File: src/rtl/req_serializer_4.sv
// Captures rising edges on four request lines and serializes them as one-hot grants over a valid/ready handshake.
// Latency: rise to pending is 1 edge, pending to out_valid is 1 more edge; stalls hold the grant; one event per cycle when ready.
module req_serializer_4 #(
    parameter bit RR = 1'b1
) (
    input  logic       clk,
    input  logic       rst,
    input  logic [3:0] req,
    output logic [3:0] out,
    output logic       out_valid,
    input  logic       out_ready,
    output logic [3:0] pending,
    output logic       drop
);
    typedef enum logic {IDLE = 1'b0, OFFER = 1'b1} state_t;

    state_t     state_q, state_d;
    logic [3:0] req_q;
    logic [3:0] pending_q, pending_d;
    logic [3:0] out_q, out_d;
    logic [1:0] ptr_q, ptr_d;
    logic       drop_q, drop_d;
    logic [3:0] rise, fired, cand;
    logic [1:0] fired_idx, sel_start;
    logic       fire;

    // First set bit of 'set' scanning upward from 'start', wrapping 3->0.
    function automatic logic [3:0] pick(input logic [3:0] set, input logic [1:0] start);
        logic [3:0] g;
        logic [1:0] idx;
        g = '0;
        for (int i = 0; i < 4; i++) begin
            idx = start + 2'(i);
            if (g == 4'b0000 && set[idx]) g[idx] = 1'b1;
        end
        return g;
    endfunction

    always_comb begin
        rise      = req & ~req_q;
        fire      = (state_q == OFFER) && out_ready;
        fired     = fire ? out_q : 4'b0000;
        fired_idx = {out_q[3] | out_q[2], out_q[3] | out_q[1]};
        pending_d = (pending_q & ~fired) | rise;
        drop_d    = |(rise & pending_q & ~fired);
        ptr_d     = fire ? fired_idx + 2'd1 : ptr_q;
        // Same-cycle rises are deliberately excluded from the candidate set.
        cand      = pending_q & ~fired;
        sel_start = RR ? ptr_d : 2'd0;
        state_d   = state_q;
        out_d     = out_q;
        case (state_q)
            IDLE: begin
                if (pending_q != 4'b0000) begin
                    out_d   = pick(pending_q, sel_start);
                    state_d = OFFER;
                end
            end
            OFFER: begin
                if (fire) begin
                    if (cand != 4'b0000) begin
                        out_d = pick(cand, sel_start);
                    end else begin
                        out_d   = 4'b0000;
                        state_d = IDLE;
                    end
                end
            end
            default: begin
                out_d   = 4'b0000;
                state_d = IDLE;
            end
        endcase
    end

    always_ff @(posedge clk) begin
        // Edge history keeps tracking through reset so held levels are not events.
        req_q <= req;
        if (rst) begin
            state_q   <= IDLE;
            pending_q <= 4'b0000;
            out_q     <= 4'b0000;
            ptr_q     <= 2'd0;
            drop_q    <= 1'b0;
        end else begin
            state_q   <= state_d;
            pending_q <= pending_d;
            out_q     <= out_d;
            ptr_q     <= ptr_d;
            drop_q    <= drop_d;
        end
    end

    assign out       = out_q;
    assign out_valid = (state_q == OFFER);
    assign pending   = pending_q;
    assign drop      = drop_q;
endmodule

File: config.mk
export PLATFORM = sky130hd
export DESIGN_NAME = req_serializer_4
export DESIGN_NICKNAME = d
export VERILOG_FILES = /design/src/rtl/req_serializer_4.sv
export SDC_FILE = /design/constraint.sdc
export NUM_CORES = 1
export LEC_CHECK = 0
export BUFFER_PORTS_ARGS = -buffer_cell sky130_fd_sc_hd__buf_4
export CORE_MARGIN = 8
export CORE_UTILIZATION = 40
export CTS_CLUSTER_SIZE = 8
export DETAILED_ROUTE_END_ITERATION = 8
export GPL_TIMING_DRIVEN = 0
export HOLD_SLACK_MARGIN = 0.06
export SETUP_SLACK_MARGIN = 0.1
export SYNTH_ARGS = -nofsm -noshare
export SYNTH_HDL_FRONTEND = slang
export SYNTH_SLANG_ARGS = --single-unit
File: constraint.sdc
create_clock -name clk -period 4 [get_ports clk]
set_clock_uncertainty 0.1 [all_clocks]
set_input_delay 0.6 -clock clk [delete_from_list [all_inputs] [get_ports clk]]
set_output_delay 0.6 -clock clk [all_outputs]
set_load 0.02 [all_outputs]
==> results_dict.tcl, run 1 <==
set metrics [dict create \
    fin_hold_ws_ns 0.3591 \
    cts-hold-fix-buffers 0 \
    pwr-share-clk_pct 17.4 \
    synth-simple-area-share_pct 29.57 \
    cts_tree "done" \
    ant_nets 0 \
    combPwrFrac_pct 57.7 \
    clk_latency_ns 0.25 \
    final_hold_viol_count 0 \
    maxCapViolations 0 \
    crit_slowest_cell "a2111oi_0" \
    cts_resized 0 \
    post-route-period-util_pct 87.65 \
    fin_setup_tns_ns 0 \
    synthCells 205 \
    final_cell_mix "dfxtp_1 (16), buf_4 (16), nor2_1 (15)" \
    core_um2 3914 \
    synthMuxAreaShare_pct 5.047 \
    synth_compound_area_share_pct 35.33 \
    avgSynthCellArea_um2 7.739 \
    slew_violations 0 \
    synth-xor-area-share_pct 1.104 \
    yosys.area_share.adder_pct 3.155 \
    grt_overflow 0 \
    rsz0062_at_grt "no" \
    ys_seq_area_share_pct 20.19 \
    switching_power_mw 0.3774 \
    synth_seq_cells 16 \
    fin_crit_ns 3.506 \
    grt_pass1_vias 1622 \
    clkTransAtPathRegs_ns 0.07 \
    tightest_slew_ns 0.8186 \
    yosysWarnings 0 \
    path_cells "clkbuf_1, xor2_1, a21oi_2, inv_2, ha_1, clkbuf_1, nor2_1, nand2_1, nand3_1, a2111oi_0, o211a_1, nor4_4, a221oi_1, a21oi_1" \
    p_int_mw 0.4484 \
    antenna_found_initial 0 \
    grt_pass1_wl_um 7872 \
    cts_htree_levels 1 \
    synth_cell_types 68 \
    drt_iter0_drc 155 \
    grt_util_all_layers_pct 15.24 \
    ir_drop_v 0.0002047 \
    gp_congestion 0.9104 \
    crit_path_frequent_cell "clkbuf_1" \
    totalWireLength_um 4764 \
    synth_top_family_by_area "compound AO/OA/AOI/OAI gates" \
    die_area_um2 6238 \
    initial_core_util_pct 40.54 \
    status "finished clean" \
    cp.buffers_inverters 3 \
    netlist_area_um2 1587 \
    syn-num-nets 216 \
    fin_util_pct 46.61 \
    powerDensity_nw_per_um2 452.7 \
    cts.path.max_buffers 2 \
    clock-sinks 16 \
    drc 0 \
    final_nets 237 \
    vias 1744 \
    p_leak_nw 0.6911 \
    setup_viol 0 \
    critPathKind "register to register" \
    port_buffers 16 \
    dpl.hpwl_um 3739 \
    drt_first_pass_iters 6 \
    numCtsBuffers 3 \
    setup_slack_ns 0.4941 \
    slowest_delay_ns 0.50 \
    switching_share_pct 45.70 \
    row_count 23 \
    critical-path-top-delay-family "compound AO/OA/AOI/OAI gates" \
    synth-edff-count 0 \
    max_slew_margin_pct 44.85 \
    fin_area_um2 1824 \
    critPathArrivalTime_ns 3.53 \
    pwr-share-seq_pct 25.0 \
    post-cts-setup-buffer-count 0 \
    ios 17 \
    startpoint_type "register" \
    area_growth_pct 14.98 \
    routed_via_density 6.342 \
    dpl_cell_area_um2 1769 \
    timing.fmax_mhz 285.2 \
    diodes 0 \
    grt_start_max_net_pins 11 \
    cp-end-kind "register" \
    wl_per_cell_um 17.32 \
    async_flop_share_pct 0 \
    die_width_um 78.98 \
    required_ns 4.03 \
    cts_root_buffer "clkbuf_8" \
    drive_above_1_share_pct 16.44 \
    ys.flop_type "dfxtp_1" \
    crit_fanout 8 \
    hold_class "primary input to register" \
    die-height_um 78.98 \
    place_ws_ns 0.3346 \
]
## through the flow
| step | total power, mW | cells |
|---|---|---|
| CTS | 0.8229 | 275 |
| finish | 0.8259 | 275 |
| floorplan | 0.5553 | 205 |
| detailed placement | 0.6769 | 271 |
| global route | 0.8871 | 275 |
| global placement | 0.6804 | 271 |
## layout make-up
type                            instances  area [µm²]
Buffer                                 11       45.04
Sequential cell                        16       320.3
Tap cell                               50       62.56
Clock buffer                            4       55.05
Fill cell                             425        2090
Inverter                               11       43.79
Multi-Input combinational cell        167        1177
Timing Repair Buffer                   16       120.1
## cells by family after synthesis
logic type | Yosys count
AOI/OAI and AO/OA | 75
and+or+nand+nor | 81
muxes | 5
buffers and inverters | 22
xor gates and xnor gates | 2
DFF | 16
adders and majority gates | 4
## registers in the layout (all words and copies together), names as in the netlist
name       flops
drop           1
out            4
out_valid      1
pending        4
ptr_q          2
req_q          4
## synth_stat cells, types with 5 or more instances
library cell / count / area share (%)
nor3_1: 12 / 3.8
nor2_1: 15 / 3.5
nand3_1: 10 / 3.2
nand2b_1: 6 / 2.4
o21ai_0: 10 / 3.2
inv_1: 9 / 2.1
nand2_1: 13 / 3.1
clkbuf_1: 8 / 1.9
a21oi_1: 12 / 3.8
a211oi_1: 5 / 2.4
dfxtp_1: 16 / 20
## final timing paths
path	cells after the start	slack, ns	startpoint	to
max	14	0.49	out[2]$_SDFFE_PP0P_	out[1]$_SDFFE_PP0P_
min reg2reg	2	0.42	req_q[1]$_DFF_P_	pending[1]$_SDFF_PP0_
max reg2reg	14	0.49	out[2]$_SDFFE_PP0P_	out[1]$_SDFFE_PP0P_
min	1	0.36	req[0]	req_q[0]$_DFF_P_
## per-layer routing
layer	vias up	GRT usage, %	wire length, µm
met5	-	0	0
met4	0	5.185	102
met3	15	2.483	304
met2	83	23.66	2169
met1	808	20.73	2188
li1	838	-	-
## worst reg2reg max path: stages, from the launching register on
cell and delay [ns]:
dfxtp_1 0.33, clkbuf_1 0.31, xor2_1 0.30, a21oi_2 0.18
inv_2 0.13, ha_1 0.14, clkbuf_1 0.34, nor2_1 0.08
nand2_1 0.12, nand3_1 0.11, a2111oi_0 0.50, o211a_1 0.28
nor4_4 0.08, a221oi_1 0.29, a21oi_1 0.11
## power by group through the flow
stage	logic, mW	clock network, mW	registers [mW]
floorplan	0.336	0	0.219
global placement	0.470	0	0.210
detailed placement	0.468	0	0.209
CTS	0.470	0.147	0.206
global route	0.519	0.158	0.210
finish	0.476	0.143	0.206
No activity file was read; power rests on OpenSTA's default activity.
==> run 2: changes to the inputs <==
--- a/config.mk
+++ b/config.mk
@@ -7,7 +7,7 @@
 export LEC_CHECK = 0
 export BUFFER_PORTS_ARGS = -buffer_cell sky130_fd_sc_hd__buf_4
 export CORE_MARGIN = 8
-export CORE_UTILIZATION = 40
+export CORE_UTILIZATION = 30
 export CTS_CLUSTER_SIZE = 8
 export DETAILED_ROUTE_END_ITERATION = 8
 export GPL_TIMING_DRIVEN = 0
==> results_dict.tcl, run 2 (same netlist as run 1, synthesis figures left out) <==
set metrics [dict create \
    grt_pass1_wl_um 7852 \
    required_ns 4.03 \
    tightest_slew_ns 0.8112 \
    gp_congestion 0.9564 \
    p_int_mw 0.4494 \
    fin_setup_tns_ns 0 \
    ant_nets 0 \
    wl_per_cell_um 16.35 \
    grt_pass1_vias 1588 \
    critPathArrivalTime_ns 3.49 \
    numCtsBuffers 3 \
    clk_latency_ns 0.25 \
    grt_use_met1_pct 16.86 \
    die-height_um 88.72 \
    antenna_found_initial 0 \
    routed_via_density 5.983 \
    die_area_um2 7871 \
    ir_drop_v 0.0002538 \
    row_count 26 \
    drt_iter0_drc 137 \
    drive_above_1_share_pct 16.44 \
    vias 1765 \
    combPwrFrac_pct 58.0 \
    final_hold_viol_count 0 \
    drc 0 \
    switching_share_pct 45.76 \
    cts-hold-fix-buffers 0 \
    grt_start_max_net_pins 11 \
    crit_fanout 10 \
    dpl.hpwl_um 3762 \
    clock-sinks 16 \
    fin_crit_ns 3.462 \
    die_width_um 88.72 \
    status "finished clean" \
    maxCapViolations 0 \
    pwr-share-clk_pct 17.2 \
    setup_viol 0 \
    final_cell_mix "dfxtp_1 (16), buf_4 (16), nor2_1 (15)" \
    rsz0062_at_grt "no" \
    initial_core_util_pct 31.06 \
    fin_cells 295 \
    crit_slowest_cell "o221ai_1" \
    final_nets 237 \
    drt_first_pass_iters 5 \
    startpoint_type "primary input" \
    setup_slack_ns 0.5381 \
    grtUsageMet2_pct 19.00 \
    cts_htree_levels 1 \
    cts_root_buffer "clkbuf_8" \
    place_inst 291 \
    fin_area_um2 1851 \
    hold_class "primary input to register" \
    powerDensity_nw_per_um2 447.7 \
    slowest_delay_ns 0.40 \
    port_buffers 16 \
    max_slew_margin_pct 45.35 \
    total_power_mw 0.8285 \
    ios 17 \
    fillCellCount 552 \
    post-route-period-util_pct 86.55 \
    core_um2 5107 \
    path_cells "buf_4, buf_2, and3b_1, a21oi_2, inv_2, ha_1, nor2_1, nand2_1, a32o_1, o221ai_1, nor4_4, a221oi_1, a21oi_1" \
    pwr-share-seq_pct 24.8 \
    place_ws_ns 0.3337 \
    cts.path.max_buffers 2 \
    diodes 0 \
    grt_util_all_layers_pct 12.39 \
    switching_power_mw 0.3791 \
    cts_tree "done" \
    timing.fmax_mhz 288.9 \
    slew_violations 0 \
    cp-end-kind "register" \
    dpl_cell_area_um2 1794 \
    grt_overflow 0 \
    grt_use_met3_pct 2.878 \
    p_leak_nw 0.6913 \
    critPathKind "primary input to register" \
    clkTransAtPathRegs_ns 0.06 \
    grt-busiest-layer "met2" \
    totalWireLength_um 4824 \
    area_growth_pct 16.64 \
]
==> run 2: per-stage QoR <==
step                hold WS, ns  utilization (%)
floorplan                0.3926                -
global placement         0.4061            35.13
detailed placement       0.4142            35.13
CTS                      0.3574            36.21
global route             0.3460            36.23
finish                   0.3607            36.23
==> run 2: cell type report <==
| class | instances | area (µm²) | share of cell area [%] |
|---|---|---|---|
| buffer | 11 | 45.04 | 2.434 |
| clock buffer | 4 | 55.05 | 2.975 |
| multi-input combinational | 167 | 1179 | 63.69 |
| inverter | 11 | 43.79 | 2.366 |
| tap | 70 | 87.58 | 4.733 |
| sequential | 16 | 320.3 | 17.31 |
| timing repair buffer | 16 | 120.1 | 6.491 |
==> run 2: power by group through the flow <==
| stage | logic [mW] | clock network (mW) | registers (mW) |
|---|---|---|---|
| after CTS | 0.471 | 0.146 | 0.205 |
| after detailed placement | 0.469 | 0 | 0.208 |
| after global routing | 0.522 | 0.154 | 0.210 |
| after global placement | 0.472 | 0 | 0.209 |
| after floorplan | 0.336 | 0 | 0.219 |
| final | 0.481 | 0.142 | 0.206 |
==> run 2: what timing repair did <==
action,in CTS,in global routing
buffers inserted,0,0
resized for setup,0,1
endpoints found under the setup margin,0,1
==> run 2: path summary, 6_finish.rpt <==
check,start,endpoint,slack [ns],cells past startpoint
hold reg to reg,req_q[1]$_DFF_P_,pending[1]$_SDFF_PP0_,0.42,2
setup / recovery,out_ready,out[1]$_SDFFE_PP0P_,0.54,13
hold / removal,req[3],req_q[3]$_DFF_P_,0.36,1
setup reg to reg,out[2]$_SDFFE_PP0P_,out[1]$_SDFFE_PP0P_,0.55,14
==> run 2: worst max-delay path, delay by kind of cell <==
kind | cells | cell delay [ns]
buffers and inverters | 3 | 0.40
AND/OR/NAND/NOR | 4 | 0.68
adder cells (fa/ha/maj) | 1 | 0.27
AO/OA/AOI/OAI | 5 | 1.52
==> run 2: per-layer routing <==
layer  vias up  wire length (µm)  part of all wire (%)
met2        96              2171                    45
li1        842                 -                     -
met3         6               369                   7.6
met1       821              2224                    46
met5         -                 0                     0
met4         0                57                   1.2
==> run 3: changes to the inputs <==
==> constraint.sdc (replaced) <==
create_clock -name clk -period 3.4 [get_ports clk]
set_clock_uncertainty 0.1 [all_clocks]
set_input_delay 0.51 -clock clk [delete_from_list [all_inputs] [get_ports clk]]
set_output_delay 0.51 -clock clk [all_outputs]
set_load 0.02 [all_outputs]
==> results_dict.tcl, run 3 (same netlist as run 1, synthesis figures left out) <==
set metrics [dict create \
    row_count 26 \
    drive_above_1_share_pct 22.37 \
    timing.fmax_mhz 310.9 \
    grt_pass1_vias 1598 \
    ir_drop_v 0.0002936 \
    core_um2 5107 \
    hold_end "req_q[3]$_DFF_P_" \
    dpl.hpwl_um 3762 \
    maxCapViolations 0 \
    fillCellCount 543 \
    totalWireLength_um 4992 \
    critPathArrivalTime_ns 3.24 \
    diodes 0 \
    required_ns 3.42 \
    drt_iter0_drc 118 \
    antenna_found_initial 0 \
    layout_commonest_cell "buf_4" \
    cp-end-kind "register" \
    numCtsBuffers 3 \
    p_leak_nw 0.7208 \
    fin_crit_ns 3.216 \
    powerDensity_nw_per_um2 524.4 \
    final_hold_viol_count 0 \
    die-height_um 88.72 \
    status "finished clean" \
    ant_nets 0 \
    initial_core_util_pct 31.06 \
    clk_latency_ns 0.25 \
    die_area_um2 7871 \
    cts.path.max_buffers 2 \
    clock-sinks 16 \
    final_nets 240 \
    reg2regPathDepth 14 \
    slowest_delay_ns 0.41 \
    fin_area_um2 1936 \
    fin_util_pct 37.90 \
    critPathKind "primary input to register" \
    clkTransAtPathRegs_ns 0.06 \
    grt_start_max_net_pins 11 \
    grt_util_all_layers_pct 12.43 \
    crit_slowest_cell "a2111oi_4" \
    crit_fanout 10 \
    regToRegSetupSlack_ns 0.22 \
    rsz0062_at_grt "yes" \
    slew_violations 0 \
    port_buffers 16 \
    tightest_slew_ns 0.8215 \
    drt_first_pass_iters 4 \
    hold_class "primary input to register" \
    cts_root_buffer "clkbuf_8" \
    min_from "req[3]" \
    r2r-end "out[1]$_SDFFE_PP0P_" \
    routed_via_density 5.849 \
    area_growth_pct 22.00 \
    setup_viol 0 \
    die_width_um 88.72 \
    post-route-period-util_pct 94.59 \
    gp_congestion 0.9564 \
    ios 17 \
    wl_per_cell_um 16.75 \
    cts_tree "done" \
    grt_overflow 0 \
    reg2reg_from "out_valid$_SDFF_PP0_" \
    holdPathStages 1 \
    path_cells "buf_4, buf_2, and3b_2, a21oi_4, ha_1, nor2_1, nand2_1, nand3_1, a2111oi_4, o211a_1, nor4_4, a221oi_1, a21oi_1" \
    grt_pass1_wl_um 7872 \
    total_power_mw 1.015 \
    startpoint_type "primary input" \
    final_cell_mix "buf_4 (19), nor2_1 (15), dfxtp_1 (14)" \
    vias 1743 \
    max_slew_margin_pct 44.66 \
    drc 0 \
    dpl_cell_area_um2 1794 \
    cts_htree_levels 1 \
]
## run 3: cell types whose count changed in the layout (fill, tap and decap cells not counted), moves of 2 or more
cell,before,now
buf_4,16,19
clkbuf_1,8,5
clkbuf_2,0,3
dfxtp_1,16,14
dfxtp_2,0,2
## run 3: area by class of cell
| class | instances | area, µm² | area share (%) |
|---|---|---|---|
| Buffer | 11 | 51.30 | 2.650 |
| Clock buffer | 4 | 55.05 | 2.844 |
| Inverter | 11 | 43.79 | 2.262 |
| Multi-Input combinational cell | 167 | 1232 | 63.67 |
| Sequential cell | 16 | 322.8 | 16.68 |
| Tap cell | 70 | 87.58 | 4.525 |
| Timing Repair Buffer | 19 | 142.6 | 7.369 |
## run 3: worst max-delay path: cells and delay by family
kind	cells	cell delay, ns
adder cells (fa/ha/maj)	1	0.37
AO/OA/AOI/OAI	5	1.34
buffers and inverters	2	0.30
AND/OR/NAND/NOR	5	0.72
## run 3: how the worst max path moves through the flow
stage / from / to / depth (start not counted)
3_3_place_gp: out_ready / out[1]$_SDFFE_PP0P_ / 15
4_1_cts: out[2]$_SDFFE_PP0P_ / out[1]$_SDFFE_PP0P_ / 14
5_1_grt: out_valid$_SDFF_PP0_ / out[1]$_SDFFE_PP0P_ / 14
2_1_floorplan: out_ready / out[0]$_SDFFE_PP0P_ / 10
6_report: out_ready / out[1]$_SDFFE_PP0P_ / 13
3_5_place_dp: out_ready / out[1]$_SDFFE_PP0P_ / 15
## run 3: power breakdown
group          internal (mW)  total (mW)  switching (mW)
Sequential             0.212       0.245          0.0330
Combinational          0.236       0.604           0.368
Clock                  0.103       0.166          0.0634
## run 3: repair_timing
| action | 4_1_cts | 5_1_grt |
|---|---|---|
| hold buffers | 0 | 0 |
| pin swaps | 1 | 1 |
| buffers inserted | 2 | 1 |
| setup endpoints to repair | 3 | 4 |
| hold endpoints to repair | 0 | 0 |
| resized for setup | 2 | 16 |
## run 3: per-stage QoR
step | instances | setup WS, ns | setup TNS, ns | hold slack, ns
after floorplan | 205 | 0.2800 | 0 | 0.3926
after global placement | 291 | -0.2173 | -0.6227 | 0.4061
after detailed placement | 291 | -0.1763 | -0.5042 | 0.4142
after CTS | 297 | 0.1151 | 0 | 0.2674
after global routing | 298 | 0.04962 | 0 | 0.2560
final | 298 | 0.1838 | 0 | 0.2724
## run 3: metal layers
metal  track usage (%)  part of all wire, %
met2             19.07                   45
met3             2.878                  7.4
met1             16.91                   46
met4             2.919                  1.2
met5                 0                    0
